## config.mk

```make
export PLATFORM = sky130hd
export DESIGN_NAME = stopwatch_ctrl
export DESIGN_NICKNAME = d
export VERILOG_FILES = /design/src/rtl/stpwtch_pkg.sv /design/src/rtl/stopwatch_bcd_digit.sv /design/src/rtl/stopwatch_ctrl.sv
export SDC_FILE = /design/constraint.sdc
export NUM_CORES = 1
export LEC_CHECK = 0
export BUFFER_PORTS_ARGS = -buffer_cell sky130_fd_sc_hd__buf_4
export CORE_UTILIZATION = 58
export CTS_CLUSTER_SIZE = 10
export DETAILED_ROUTE_END_ITERATION = 16
export HOLD_SLACK_MARGIN = 0.15
export PLACE_DENSITY = 0.82
export SLEW_MARGIN = 0
export SYNTH_ARGS = -nofsm -noshare
export SYNTH_HDL_FRONTEND = slang
export SYNTH_SLANG_ARGS = --single-unit
```

## constraint.sdc

```tcl
create_clock -name clk -period 2.19 [get_ports clk]
set_input_delay 0.438 -clock clk [delete_from_list [all_inputs] [get_ports clk]]
set_output_delay 0.438 -clock clk [all_outputs]
set_load 0.1 [all_outputs]
```

## src/rtl/stpwtch_pkg.sv

```systemverilog
// stpwtch_pkg: shared FSM state type and BCD digit limits for the stopwatch controller
package stpwtch_pkg;
  typedef enum logic [1:0] {IDLE, RUN, PAUSE} state_t;
  localparam int BCD_W = 4;
  localparam logic [BCD_W-1:0] DEC_MAX = 4'd9;
  localparam logic [BCD_W-1:0] SEXT_MAX = 4'd5;
endpackage

```

## src/rtl/stopwatch_bcd_digit.sv

```systemverilog
// bcd_digit: one cascadable BCD counter digit that wraps at MAX and reports a carry
module bcd_digit
  import stpwtch_pkg::*;
#(
  parameter logic [BCD_W-1:0] MAX = DEC_MAX
) (
  input  logic             clk,
  input  logic             rst_n,
  input  logic             clr,
  input  logic             inc,
  output logic [BCD_W-1:0] q,
  output logic             carry
);
  assign carry = inc && q == MAX;
  // digit register: clear dominates, increment wraps to zero past MAX
  always_ff @(posedge clk or negedge rst_n)
    if (!rst_n) q <= '0;
    else if (clr) q <= '0;
    else if (inc) q <= (q == MAX) ? '0 : q + 1'b1;
endmodule

```

## src/rtl/stopwatch_ctrl.sv

```systemverilog
// stopwatch_ctrl: run/pause/clear FSM, 1/100 s prescaler and SS.hh BCD count; lap freeze under STPWTCH_LAP_EN
module stopwatch_ctrl
  import stpwtch_pkg::*;
#(
  parameter int PRESCALE = 500000
) (
  input  logic        clk,
  input  logic        rst_n,
  input  logic        start_stop,
  input  logic        clr,
`ifdef STPWTCH_LAP_EN
  input  logic        lap,
  output logic        lap_frozen,
`endif
  output logic [15:0] digits,
  output logic        running,
  output logic        tick,
  output logic        ovfl
);
  localparam int PW = $clog2(PRESCALE);
  state_t state, state_nx;
  logic [PW-1:0] psc;
  logic [15:0] live;
  logic [3:0] c;
  logic clear_all;
  assign clear_all = state == PAUSE && clr;
  // state register
  always_ff @(posedge clk or negedge rst_n)
    if (!rst_n) state <= IDLE;
    else state <= state_nx;
  // next state: clr only acts in PAUSE and beats a coincident start_stop
  always_comb begin
    state_nx = clear_all ? IDLE : start_stop ? ((state == RUN) ? PAUSE : RUN) : state;
  end
  // prescaler advances only in RUN, holds in PAUSE so resume finishes the partial period
  always_ff @(posedge clk or negedge rst_n)
    if (!rst_n) psc <= '0;
    else if (clear_all) psc <= '0;
    else if (state == RUN) psc <= tick ? '0 : psc + 1'b1;
  bcd_digit #(.MAX(DEC_MAX)) u_hund (
    .clk(clk), .rst_n(rst_n), .clr(clear_all), .inc(tick), .q(live[3:0]), .carry(c[0])
  );
  bcd_digit #(.MAX(DEC_MAX)) u_tenth (
    .clk(clk), .rst_n(rst_n), .clr(clear_all), .inc(c[0]), .q(live[7:4]), .carry(c[1])
  );
  bcd_digit #(.MAX(DEC_MAX)) u_sec_ones (
    .clk(clk), .rst_n(rst_n), .clr(clear_all), .inc(c[1]), .q(live[11:8]), .carry(c[2])
  );
  bcd_digit #(.MAX(SEXT_MAX)) u_sec_tens (
    .clk(clk), .rst_n(rst_n), .clr(clear_all), .inc(c[2]), .q(live[15:12]), .carry(c[3])
  );
  // sticky overflow flag set when 59.99 wraps to 00.00
  always_ff @(posedge clk or negedge rst_n)
    if (!rst_n) ovfl <= 1'b0;
    else if (clear_all) ovfl <= 1'b0;
    else if (c[3]) ovfl <= 1'b1;
`ifdef STPWTCH_LAP_EN
  logic [15:0] snap;
  logic frozen;
  // lap snapshot: toggled by lap while running, released when leaving RUN
  always_ff @(posedge clk or negedge rst_n)
    if (!rst_n) begin
      snap <= '0;
      frozen <= 1'b0;
    end else if (clear_all) begin
      snap <= '0;
      frozen <= 1'b0;
    end else if (state == RUN && start_stop) frozen <= 1'b0;
    else if (state == RUN && lap) begin
      frozen <= !frozen;
      if (!frozen) snap <= live;
    end
`endif
  // outputs decoded from registers
  always_comb begin
    running = state == RUN;
    tick = running && psc == PW'(PRESCALE - 1);
`ifdef STPWTCH_LAP_EN
    lap_frozen = frozen;
    digits = frozen ? snap : live;
`else
    digits = live;
`endif
  end
endmodule

```

==> qor.yml <==
detailed_routing:
  vias_per_cell: 5.79
  drc: 0
  wl_per_cell_um: 14.0
  first_iter_violations: 112
  num_vias: 1812
  routed_wirelength_mm: 4.38
  ant_nets: 0
  dr.pass1.iters: 4
run:
  drv_cap: 0
floorplan:
  dieHeight_um: 63.0
  io_pins: 23
  dieWidth_um: 63.0
  core_um2: 3440
  die_area_um2: 3970
  initial_core_util: 0.627
  rows: 21
timing:
  fmax_mhz: 469
  post-route-min-period_ns: 2.13
  maxSlewHeadroom: 0.657
  setup_viol: 0
  tightest_slew_ns: 0.510
  drv_slew: 0
  post-route-period-util: 0.973
  clock_skew_ns: 0.00537
  hold_violations: 0
synth:
  syn_area_um2: 2160
  seq_area_frac_synth: 0.441
  synth_seq_cells: 38
  syn_nets: 242
  synthCells: 229
  syn_area_per_cell_um2: 9.42
  yosys_warnings: 0
  synth.distinct_cells: 41
cells_and_area:
  n_antenna_cell: 0
  synthToLayoutAreaGrowth_pct: 19.7
  final_cells: 313
  final_net_count: 279
  layout-drive-gt1-share: 0.247
  post-route-util: 0.750
setup_path:
  r2r-start: "psc[0]"
  cp-start-kind: "flop"
  crit_type: "reg2out"
  critPathRequiredTime_ns: 1.75
  crit_start: "psc[0]"
  crit_fanout: 4
  cp-end-kind: "output pin"
  path_cells: "ha_1, and4_2, nand4_1, nor2_4, buf_12"
  slowest_delay_ns: 0.40
  cp_data_arrival_time_ns: 1.69
  slowest_stage: "dfrtp_1"
clocking:
  cts_max_level: 2
  cts-root-buf: "clkbuf_8"
  clkLatencyLatePin_ns: 0.29
  clkSinkCount: 38
  clk_pin_slew_ns: 0.07
  numCtsBuffers: 5
  clockBufferDepth: 2
  cts_tree: "built"
global_route:
  overflow: 0
  first_global_vias: 1665
  grt_start_max_net_pins: 39
  groute.usage.overall: 0.242
  antenna_found_initial: 0
  grt_first_pass_wirelength_mm: 7.42
placement:
  gp_congestion: 0.824
  io_buffers: 22
  dp_hpwl_mm: 3.04
  dp_cells: 303
power_and_ir_drop:
  pwr-share-seq: 0.394
  power_frac_comb: 0.411
  p_sw_mw: 1.15
  internal_power_mw: 1.36
  p_clk_frac: 0.195
  ir_worst_vdd_uv: 783
  p_per_area_nw_per_um2: 975
  p_sw_frac: 0.458
  leakagePower_nw: 1.21
run_status:
  status: "complete, no violations"
hold_path:
  min_path_type: "in2reg"
  min_from: "clr"
==> power by group through the flow <==
stage	Combinational (mW)	Clock (mW)	Sequential [mW]
6_report	1.03	0.490	0.991
5_1_grt	1.11	0.523	1.01
4_1_cts	1.02	0.497	0.986
3_5_place_dp	1.02	0	0.998
3_3_place_gp	1.00	0	0.994
2_1_floorplan	0.445	0	1.31
==> sequential cells by signal (all words and copies together) (netlist names) <==
name          count
psc              19
ovfl              1
u_sec_tens.q      4
u_hund.q          4
state             2
u_sec_ones.q      4
u_tenth.q         4
==> what timing repair did <==
action	in CTS	in global routing
buffers inserted	0	1
hold buffers	1	0
resized for setup	1	3
setup endpoints to repair	1	2
cloned	0	0
endpoints found under the hold margin	38	0
==> worst max-delay path, delay by kind of cell, from the launching register on <==
family	cells	cell delay (ns)
and+or+nand+nor	3	0.63
DFF	1	0.40
buffers and inverters	1	0.19
adders and majority gates	1	0.17
==> worst paths after layout <==
| check | slack, ns | depth (start not counted) | end |
|---|---|---|---|
| max in group asynchronous | 1.18 | 2 | u_hund.q[0] |
| max | 0.06 | 5 | tick |
| min | 0.37 | 2 | state[1] |
| min in group asynchronous | 0.63 | 2 | u_tenth.q[0] |
| max reg2reg | 0.17 | 6 | u_sec_ones.q[3] |
| min reg2reg | 0.47 | 2 | ovfl |
==> cells by family after synthesis <==
logic type / Yosys count / synth area share
AO/OA/AOI/OAI: 33 / 0.0963
adder cells (fa/ha/maj): 9 / 0.0522
AND/OR/NAND/NOR: 118 / 0.306
XOR/XNOR: 15 / 0.0609
buffers and inverters: 11 / 0.0209
flip-flops: 38 / 0.441
multiplexers: 5 / 0.0232
==> Yosys cell counts, drive strengths merged <==
cell     number  area, um2
a21boi        1       7.51
and3b         1       8.76
nor4          4       46.3
clkbuf        2       7.51
mux2i         5       50.1
nor3          4       25.0
xor2          9       78.8
nand2        27        104
o21ai        11       55.1
ha            9        113
a21oi         9       45.0
nand4bb       1       27.5
nor2         37        139
buf           1       7.51
or3b          1       8.76
nand3b        4       30.0
a31o          3       26.3
nand4         9       71.3
dfrtp        38        951
nand2b        1       13.8
or4           1       7.51
xnor2         6       52.6
and4          1       8.76
or3           5       31.3
nand3        15       75.1
and4bb        1       12.5
inv           8       30.0
a311oi        3       26.3
o22ai         1       6.26
and3          2       12.5
nand4b        2       17.5
a21o          2       15.0
a41oi         3       26.3
nor3b         2       20.0
==> per-stage QoR <==
stage                     cell area [um2]  TNS [ns]  hold slack, ns  setup slack [ns]  power [mW]
after floorplan                      2180         0           0.142            0.0216        1.76
after global placement               2460         0           0.434             0.221        2.00
after detailed placement             2460         0           0.432             0.169        2.02
after CTS                            2560         0           0.373            0.0112        2.51
after global routing                 2580  -0.00156           0.385          -0.00156        2.64
final                                2580         0           0.368            0.0600        2.52
==> placed cells by master, fill, tap and decap left out, types with 2 or more instances in the layout <==
master	instances
nand4_1	8
or3_1	5
a21oi_1	9
ha_1	9
inv_1	7
nand3_1	15
o21ai_0	11
a21o_1	2
a41oi_1	3
xor2_1	9
a311oi_1	3
nor2_1	36
mux2i_1	5
nand4b_1	2
buf_4	31
nand3b_1	4
nand2_1	26
nor4_1	2
xnor2_1	6
nor3_1	3
dfrtp_2	10
and3_1	2
clkbuf_8	6
dfrtp_1	27
a31o_2	3
==> area by class of cell <==
| class | instances | area (um2) |
|---|---|---|
| inverters | 8 | 32.5 |
| well taps | 46 | 57.6 |
| fillers | 258 | 861 |
| multi-input cells | 180 | 1170 |
| repair buffers | 33 | 263 |
| clock buffers | 7 | 86.3 |
| flip-flops and latches | 38 | 967 |
| clock inverters | 1 | 5.00 |
==> metal layers <==
layer,vias to the layer above,track usage,part of all wire
li1,891,-,-
met1,860,0.295,0.44
met2,50,0.407,0.50
met3,11,0.0347,0.037
met4,0,0.134,0.027
met5,-,0,0
Power figures use the tool's default switching activity.
